<file path="config.mk">
export PLATFORM = sky130hd
export DESIGN_NAME = pwm_dt_gen
export DESIGN_NICKNAME = d
export VERILOG_FILES = /design/src/rtl/pwm_dt_gen.sv
export SDC_FILE = /design/constraint.sdc
export NUM_CORES = 1
export LEC_CHECK = 0
export CAP_MARGIN = 15
export CORE_MARGIN = 2
export CORE_UTILIZATION = 50
export DETAILED_ROUTE_END_ITERATION = 7
export GPL_TIMING_DRIVEN = 0
export MAX_ROUTING_LAYER = met4
export PLACE_DENSITY = 0.76
export SLEW_MARGIN = 10
export SYNTH_ARGS = -nofsm -noshare
export SYNTH_HDL_FRONTEND = slang
export SYNTH_SLANG_ARGS = --single-unit
</file>
<file path="constraint.sdc">
create_clock -name clk -period 3 [get_ports clk]
set_input_delay 0.6 -clock clk [delete_from_list [all_inputs] [get_ports clk]]
set_output_delay 0.6 -clock clk [all_outputs]
set_load 0.01 [all_outputs]
</file>
<file path="src/rtl/pwm_dt_gen.sv">
// -----------------------------------------------------------------------------
// pwm_dt_gen
//
// Complementary PWM generator for one half-bridge leg with programmable dead
// time. A prescaler clock-enable paces the period counter, so everything runs
// on clk alone. Period, duty, dead time and alignment mode are captured into
// shadow registers at each period start (and on the first enabled clk), so a
// mid-period change never produces a runt or a malformed period.
//
// Ports
//   clk       system clock, rising edge
//   rst       asynchronous active-high reset
//   en        run enable; 0 drives both gates low on the next clk
//   mode      0 = edge-aligned, 1 = center-aligned
//   presc     counter advances once every presc+1 clk (read live)
//   period    period value (shadowed)
//   duty      compare value (shadowed)
//   deadtime  both-low gap in clk cycles (shadowed)
//   s         high-side gate (registered)
//   nots      low-side gate (registered)
//   sync      one-clk pulse after the tick that starts a period (registered)
// -----------------------------------------------------------------------------
module pwm_dt_gen #(
    parameter int WIDTH   = 10,
    parameter int PRESC_W = 8,
    parameter int DT_W    = 8
) (
    input  logic               clk,
    input  logic               rst,
    input  logic               en,
    input  logic               mode,
    input  logic [PRESC_W-1:0] presc,
    input  logic [WIDTH-1:0]   period,
    input  logic [WIDTH-1:0]   duty,
    input  logic [DT_W-1:0]    deadtime,
    output logic               s,
    output logic               nots,
    output logic               sync
);

    localparam logic [WIDTH-1:0] CNT_ONE = WIDTH'(1);
    localparam logic [DT_W-1:0]  DT_ONE  = DT_W'(1);

    typedef enum logic [1:0] {
        ST_OFF,
        ST_LOW,
        ST_DT,
        ST_HIGH
    } state_t;

    // enable history: a rising en reloads the shadows before counting starts
    logic               en_q;

    // prescaler / period counter
    logic [PRESC_W-1:0] pcnt_q, pcnt_d;
    logic [WIDTH-1:0]   cnt_q, cnt_d;
    logic               dir_down_q, dir_down_d;

    // shadow registers
    logic [WIDTH-1:0]   per_a_q, duty_a_q;
    logic [DT_W-1:0]    dt_a_q;
    logic               mode_a_q;

    // compare and dead-time FSM
    logic               raw_q, raw_prev_q;
    state_t             state_q, state_d;
    logic [DT_W-1:0]    dtcnt_q, dtcnt_d;

    // registered outputs
    logic               s_q, nots_q, sync_q;

    logic               run;
    logic               tick;
    logic               pstart;
    logic               load;

    // Counting only starts one clk after en rises, so the first counted tick
    // already sees freshly loaded shadow values.
    assign run  = en & en_q;
    assign tick = run & (pcnt_q == presc);
    assign load = (en & ~en_q) | pstart;

    // -------------------------------------------------------------------------
    // Prescaler and period counter
    // -------------------------------------------------------------------------
    always_comb begin
        pcnt_d     = pcnt_q;
        cnt_d      = cnt_q;
        dir_down_d = dir_down_q;
        pstart     = 1'b0;

        if (!run) begin
            pcnt_d     = '0;
            cnt_d      = '0;
            dir_down_d = 1'b0;
        end else begin
            // '>=' also covers presc being lowered below the running count
            if (pcnt_q >= presc) begin
                pcnt_d = '0;
            end else begin
                pcnt_d = pcnt_q + 1'b1;
            end

            if (tick) begin
                if (!mode_a_q) begin
                    // edge-aligned sawtooth 0..per_a
                    dir_down_d = 1'b0;
                    if (cnt_q >= per_a_q) begin
                        cnt_d  = '0;
                        pstart = 1'b1;
                    end else begin
                        cnt_d = cnt_q + 1'b1;
                    end
                end else begin
                    // center-aligned triangle: up 0..per_a, down per_a-1..1.
                    // The period ends on the down-count step out of 1; with
                    // per_a=1 that step is the turn at the top itself, and
                    // with per_a=0 every tick is a period.
                    if ((per_a_q == '0) ||
                        (dir_down_q && (cnt_q <= CNT_ONE)) ||
                        (!dir_down_q && (per_a_q == CNT_ONE) && (cnt_q >= per_a_q))) begin
                        cnt_d      = '0;
                        dir_down_d = 1'b0;
                        pstart     = 1'b1;
                    end else if (!dir_down_q) begin
                        if (cnt_q >= per_a_q) begin
                            dir_down_d = 1'b1;
                            cnt_d      = cnt_q - 1'b1;
                        end else begin
                            cnt_d = cnt_q + 1'b1;
                        end
                    end else begin
                        cnt_d = cnt_q - 1'b1;
                    end
                end
            end
        end
    end

    always_ff @(posedge clk or posedge rst) begin
        if (rst) begin
            en_q       <= 1'b0;
            pcnt_q     <= '0;
            cnt_q      <= '0;
            dir_down_q <= 1'b0;
        end else begin
            en_q       <= en;
            pcnt_q     <= pcnt_d;
            cnt_q      <= cnt_d;
            dir_down_q <= dir_down_d;
        end
    end

    // -------------------------------------------------------------------------
    // Shadow registers
    // -------------------------------------------------------------------------
    always_ff @(posedge clk or posedge rst) begin
        if (rst) begin
            per_a_q  <= '0;
            duty_a_q <= '0;
            dt_a_q   <= '0;
            mode_a_q <= 1'b0;
        end else if (load) begin
            per_a_q  <= period;
            duty_a_q <= duty;
            dt_a_q   <= deadtime;
            mode_a_q <= mode;
        end
    end

    // -------------------------------------------------------------------------
    // Compare stage and period-start pulse
    // -------------------------------------------------------------------------
    always_ff @(posedge clk or posedge rst) begin
        if (rst) begin
            raw_q      <= 1'b0;
            raw_prev_q <= 1'b0;
            sync_q     <= 1'b0;
        end else begin
            // duty_a > per_a keeps raw at 1 because cnt never exceeds per_a
            raw_q      <= run & (cnt_q < duty_a_q);
            raw_prev_q <= raw_q;
            sync_q     <= pstart;
        end
    end

    // -------------------------------------------------------------------------
    // Dead-time FSM
    // -------------------------------------------------------------------------
    always_comb begin
        state_d = state_q;
        dtcnt_d = dtcnt_q;

        if (!en) begin
            state_d = ST_OFF;
            dtcnt_d = '0;
        end else begin
            unique case (state_q)
                ST_OFF: begin
                    state_d = ST_DT;
                    dtcnt_d = DT_ONE;
                end
                ST_LOW: begin
                    if (raw_q) begin
                        if (dt_a_q != '0) begin
                            state_d = ST_DT;
                            dtcnt_d = DT_ONE;
                        end else begin
                            state_d = ST_HIGH;
                        end
                    end
                end
                ST_HIGH: begin
                    if (!raw_q) begin
                        if (dt_a_q != '0) begin
                            state_d = ST_DT;
                            dtcnt_d = DT_ONE;
                        end else begin
                            state_d = ST_LOW;
                        end
                    end
                end
                ST_DT: begin
                    // A compare edge inside the gap restarts it, so a pulse
                    // shorter than the dead time never reaches a gate.
                    if (raw_q != raw_prev_q) begin
                        dtcnt_d = DT_ONE;
                    end else if (dtcnt_q >= dt_a_q) begin
                        state_d = raw_q ? ST_HIGH : ST_LOW;
                        dtcnt_d = '0;
                    end else begin
                        dtcnt_d = dtcnt_q + 1'b1;
                    end
                end
                default: begin
                    state_d = ST_OFF;
                    dtcnt_d = '0;
                end
            endcase
        end
    end

    always_ff @(posedge clk or posedge rst) begin
        if (rst) begin
            state_q <= ST_OFF;
            dtcnt_q <= '0;
            s_q     <= 1'b0;
            nots_q  <= 1'b0;
        end else begin
            state_q <= state_d;
            dtcnt_q <= dtcnt_d;
            // Gates decoded from the next state: glitch-free, and mutually
            // exclusive because only one state drives each gate.
            s_q     <= (state_d == ST_HIGH);
            nots_q  <= (state_d == ST_LOW);
        end
    end

    assign s    = s_q;
    assign nots = nots_q;
    assign sync = sync_q;

endmodule

</file>
==> results.json <==
{
  "outcome": "complete, no violations",
  "ys_top_cells_by_area": "sky130_fd_sc_hd__dfrtp_1 (40%), sky130_fd_sc_hd__ha_1 (12%), sky130_fd_sc_hd__mux2_2 (6.7%)",
  "power.density_cell_area_mw_per_mm2": 420,
  "timing.critical_path.arrival_ns": 3.18,
  "timing.final.setup_violations": 0,
  "criticalPathCategory": "in2reg",
  "finalWorstPathRequiredPeriod_ns": 2.90,
  "timing.max_cap.violations": 0,
  "cts_tree": "done",
  "netlist_area_mm2": 0.00403,
  "floorplan.die_area_mm2": 0.00879,
  "setup-tns-final_ns": 0,
  "area_leader_netlist": "sky130_fd_sc_hd__dfrtp_1",
  "routedWlPerCell_um": 15.5,
  "synthCells": 396,
  "ys_dominant_reg_cell": "sky130_fd_sc_hd__dfrtp_1",
  "multi_input_area_mm2": 0.00221,
  "synth-edff-count": 0,
  "clkTransAtPathRegs_ns": 0.08,
  "numCtsBuffers": 9,
  "num-nets-final": 533,
  "htree_levels": 3,
  "maxClockFrequency_mhz": 345,
  "grt_first_pass_wirelength_um": 14800,
  "route.antenna.remaining_nets": 0,
  "post_synth_most_frequent_cells": "sky130_fd_sc_hd__dfrtp_1 (64), sky130_fd_sc_hd__inv_1 (48), sky130_fd_sc_hd__ha_1 (40)",
  "insertedDiodeCount": 0,
  "worst_slew_margin_rel_pct": 48.6,
  "global_route.usage.met2_pct": 35.7,
  "worst_slew_pin_slew_ns": 0.771,
  "drt-pass1-iter-count": 4,
  "synth_seq_area_share_pct": 39.8,
  "holdBufCountCts": 0,
  "gp_congestion": 0.886,
  "place_inst": 540,
  "grt_pass1_vias": 3222,
  "clk_latency_ns": 0.34,
  "postPlaceCellArea_mm2": 0.00458,
  "global_router_s_overall_resource_usage_pct": 21.9,
  "core.rowCount": 32,
  "crit_chain": "clkdlybuf4s50_1 > inv_1 > ha_1 > nand4_1 > nor2_4 > nand3_2 > nor2_2 > nand2b_4 > buf_2 > o31ai_1 > a221o_1",
  "worst-endpoint-required_ns": 3.28,
  "crit_path_max_incr_delay_ns": 0.46,
  "final_layout_size_suffix_gt1_share_pct": 16.2,
  "buffer_ports.inserted": 42,
  "setup.worst_path.start_class": "input pin",
  "yosys_warnings": 0,
  "route.final.wire_length_um": 8680,
  "timing.critical_path.max_delay_family": "simple AND/OR/NAND/NOR gates",
  "final_hold_vio_count": 0,
  "layout.cells.non_filler": 560,
  "leakage_nw": 2.41,
  "cp_slowest_cell": "sky130_fd_sc_hd__clkdlybuf4s50_1",
  "initial_utilization_pct": 51.9,
  "endpoint_kind": "flop",
  "tritoncts_num_sinks": 64,
  "synth_nets": 476,
  "sequential_standard_cell_area_mm2": 0.00161,
  "hold_slack_ns": 0.496,
  "global_route.usage.met1_pct": 27.0,
  "die_height_um": 93.8,
  "finalClockSkew_ns": 0.00851,
  "grt_max_degree": 65,
  "viasPerCell": 5.65,
  "grt-ovfl-total": 0,
  "initial_antenna_violation_count": 0,
  "peakVddDrop_mv": 0.305,
  "finalMaxSlewViolations": 0,
  "flops_latches_synth": 64,
  "root_buffer": "sky130_fd_sc_hd__clkbuf_8",
  "io-pin-count": 43,
  "dieWidth_um": 93.8,
  "fin_crit_sh_pct": 96.7,
  "postSynth.asyncResetShare_pct": 100,
  "groute.layer.met3.usage_pct": 5.30,
  "worstHoldPathType": "reg2reg",
  "post-synth-top-count-cell": "sky130_fd_sc_hd__dfrtp_1",
  "layout_stage_area_growth_over_the_synthesis_result_pct": 20.8,
  "core_box_area_mm2": 0.00777,
  "stdcell_area_mm2": 0.00486,
  "starting_drt_drc_count": 157,
  "post-dp-hpwl_um": 6330,
  "fraction_of_synthesized_cell_area_taken_by_the_top_area_cell_type_pct": 39.8,
  "critical_path.n_buffers_inverters": 3,
  "layout_fillers": 625,
  "detailroute.via_count": 3163,
  "grt_setup_unrepaired": "yes",
  "grt_busiest_layer": "met2",
  "number_of_buffers_on_the_longest_clock_path": 2,
  "drc": 0,
  "crit_path_max_fanout": 10,
  "avgSynthCellArea_um2": 10.2,
  "power.total_mw": 2.04,
  "number_of_unique_standard_cell_types_used_by_synthesis": 52
}
[final cells by class]
type	instances	share of cell area [%]
Inverter	48	3.76
Clock inverter	5	1.16
Buffer	10	1.54
Clock buffer	11	2.91
Sequential cell	64	33.0
Timing Repair Buffer	46	9.52
Tap cell	102	2.62
Multi-Input combinational cell	274	45.5
[metrics by stage]
stage / setup slack [ns] / util, %
detailed placement: -0.436 / 58.9
global route: -0.0182 / 62.6
CTS: 0.0102 / 61.6
global placement: -0.371 / 58.9
finish: 0.100 / 62.6
floorplan: 0.356 / -
[state kept, by name (all words and copies together), names as in the netlist]
| register | flops |
|---|---|
| duty_a_q | 10 |
| nots | 1 |
| s | 1 |
| state_q | 2 |
| mode_a_q | 1 |
| dt_a_q | 8 |
| sync | 1 |
| raw_q | 1 |
| dtcnt_q | 8 |
| cnt_q | 10 |
| pcnt_q | 8 |
| en_q | 1 |
| per_a_q | 10 |
| raw_prev_q | 1 |
| dir_down_q | 1 |
[logic make-up (layout without fill, tap and decap cells)]
| logic type | after synthesis | in the layout | share of synthesized area [%] |
|---|---|---|---|
| AND/OR/NAND/NOR | 104 | 104 | 13.3 |
| AO/OA/AOI/OAI | 76 | 76 | 13.4 |
| flip-flops | 64 | 64 | 39.8 |
| buffers and inverters | 58 | 120 | 6.18 |
| adder cells (fa/ha/maj) | 40 | 40 | 12.4 |
| multiplexers | 37 | 37 | 11.2 |
| XOR/XNOR | 17 | 17 | 3.70 |
[metal layers]
layer	wire length [µm]	vias up
met5	0	-
met4	142	0
met3	516	12
met2	4330	105
met1	3700	1526
li1	-	1520
[power breakdown]
group | switching [mW] | internal (mW) | leakage [nW]
logic | 0.137 | 0.180 | 1.50
registers | 0.0504 | 0.928 | 0.814
clock network | 0.341 | 0.405 | 0.0993
total | 0.528 | 1.51 | 2.41
[final timing paths]
kind | endpoint | startpoint | cells past startpoint | slack [ns]
max | cnt_q[1]$_DFFE_PP0P_ | presc[6] | 11 | 0.10
min | raw_prev_q$_DFF_PP0_ | raw_q$_DFF_PP0_ | 0 | 0.50
max reg2reg | dt_a_q[7]$_DFFE_PP0P_ | cnt_q[5]$_DFFE_PP0P_ | 10 | 0.10
min reg2reg | raw_prev_q$_DFF_PP0_ | raw_q$_DFF_PP0_ | 0 | 0.50
max in group asynchronous | cnt_q[4]$_DFFE_PP0P_ | rst | 2 | 1.70
min in group asynchronous | dtcnt_q[7]$_DFFE_PP0P_ | rst | 2 | 0.76
[cell usage in the layout (no fill, tap or decap), types with 13 or more instances in the layout]
cell,count
sky130_fd_sc_hd__clkdlybuf4s50_1,42
sky130_fd_sc_hd__ha_1,40
sky130_fd_sc_hd__nor2_1,23
sky130_fd_sc_hd__o21ai_0,14
sky130_fd_sc_hd__nand3_1,15
sky130_fd_sc_hd__mux2_2,24
sky130_fd_sc_hd__dfrtp_1,61
sky130_fd_sc_hd__inv_1,47
sky130_fd_sc_hd__nand2_1,15
sky130_fd_sc_hd__a21oi_1,13
[what timing repair did]
item                                    CTS  global route
setup buffers                             0             4
endpoints found under the setup margin   18            37
resized for setup                         3             9
pin swaps                                 0             3
No activity file was read; power rests on OpenSTA's default activity.
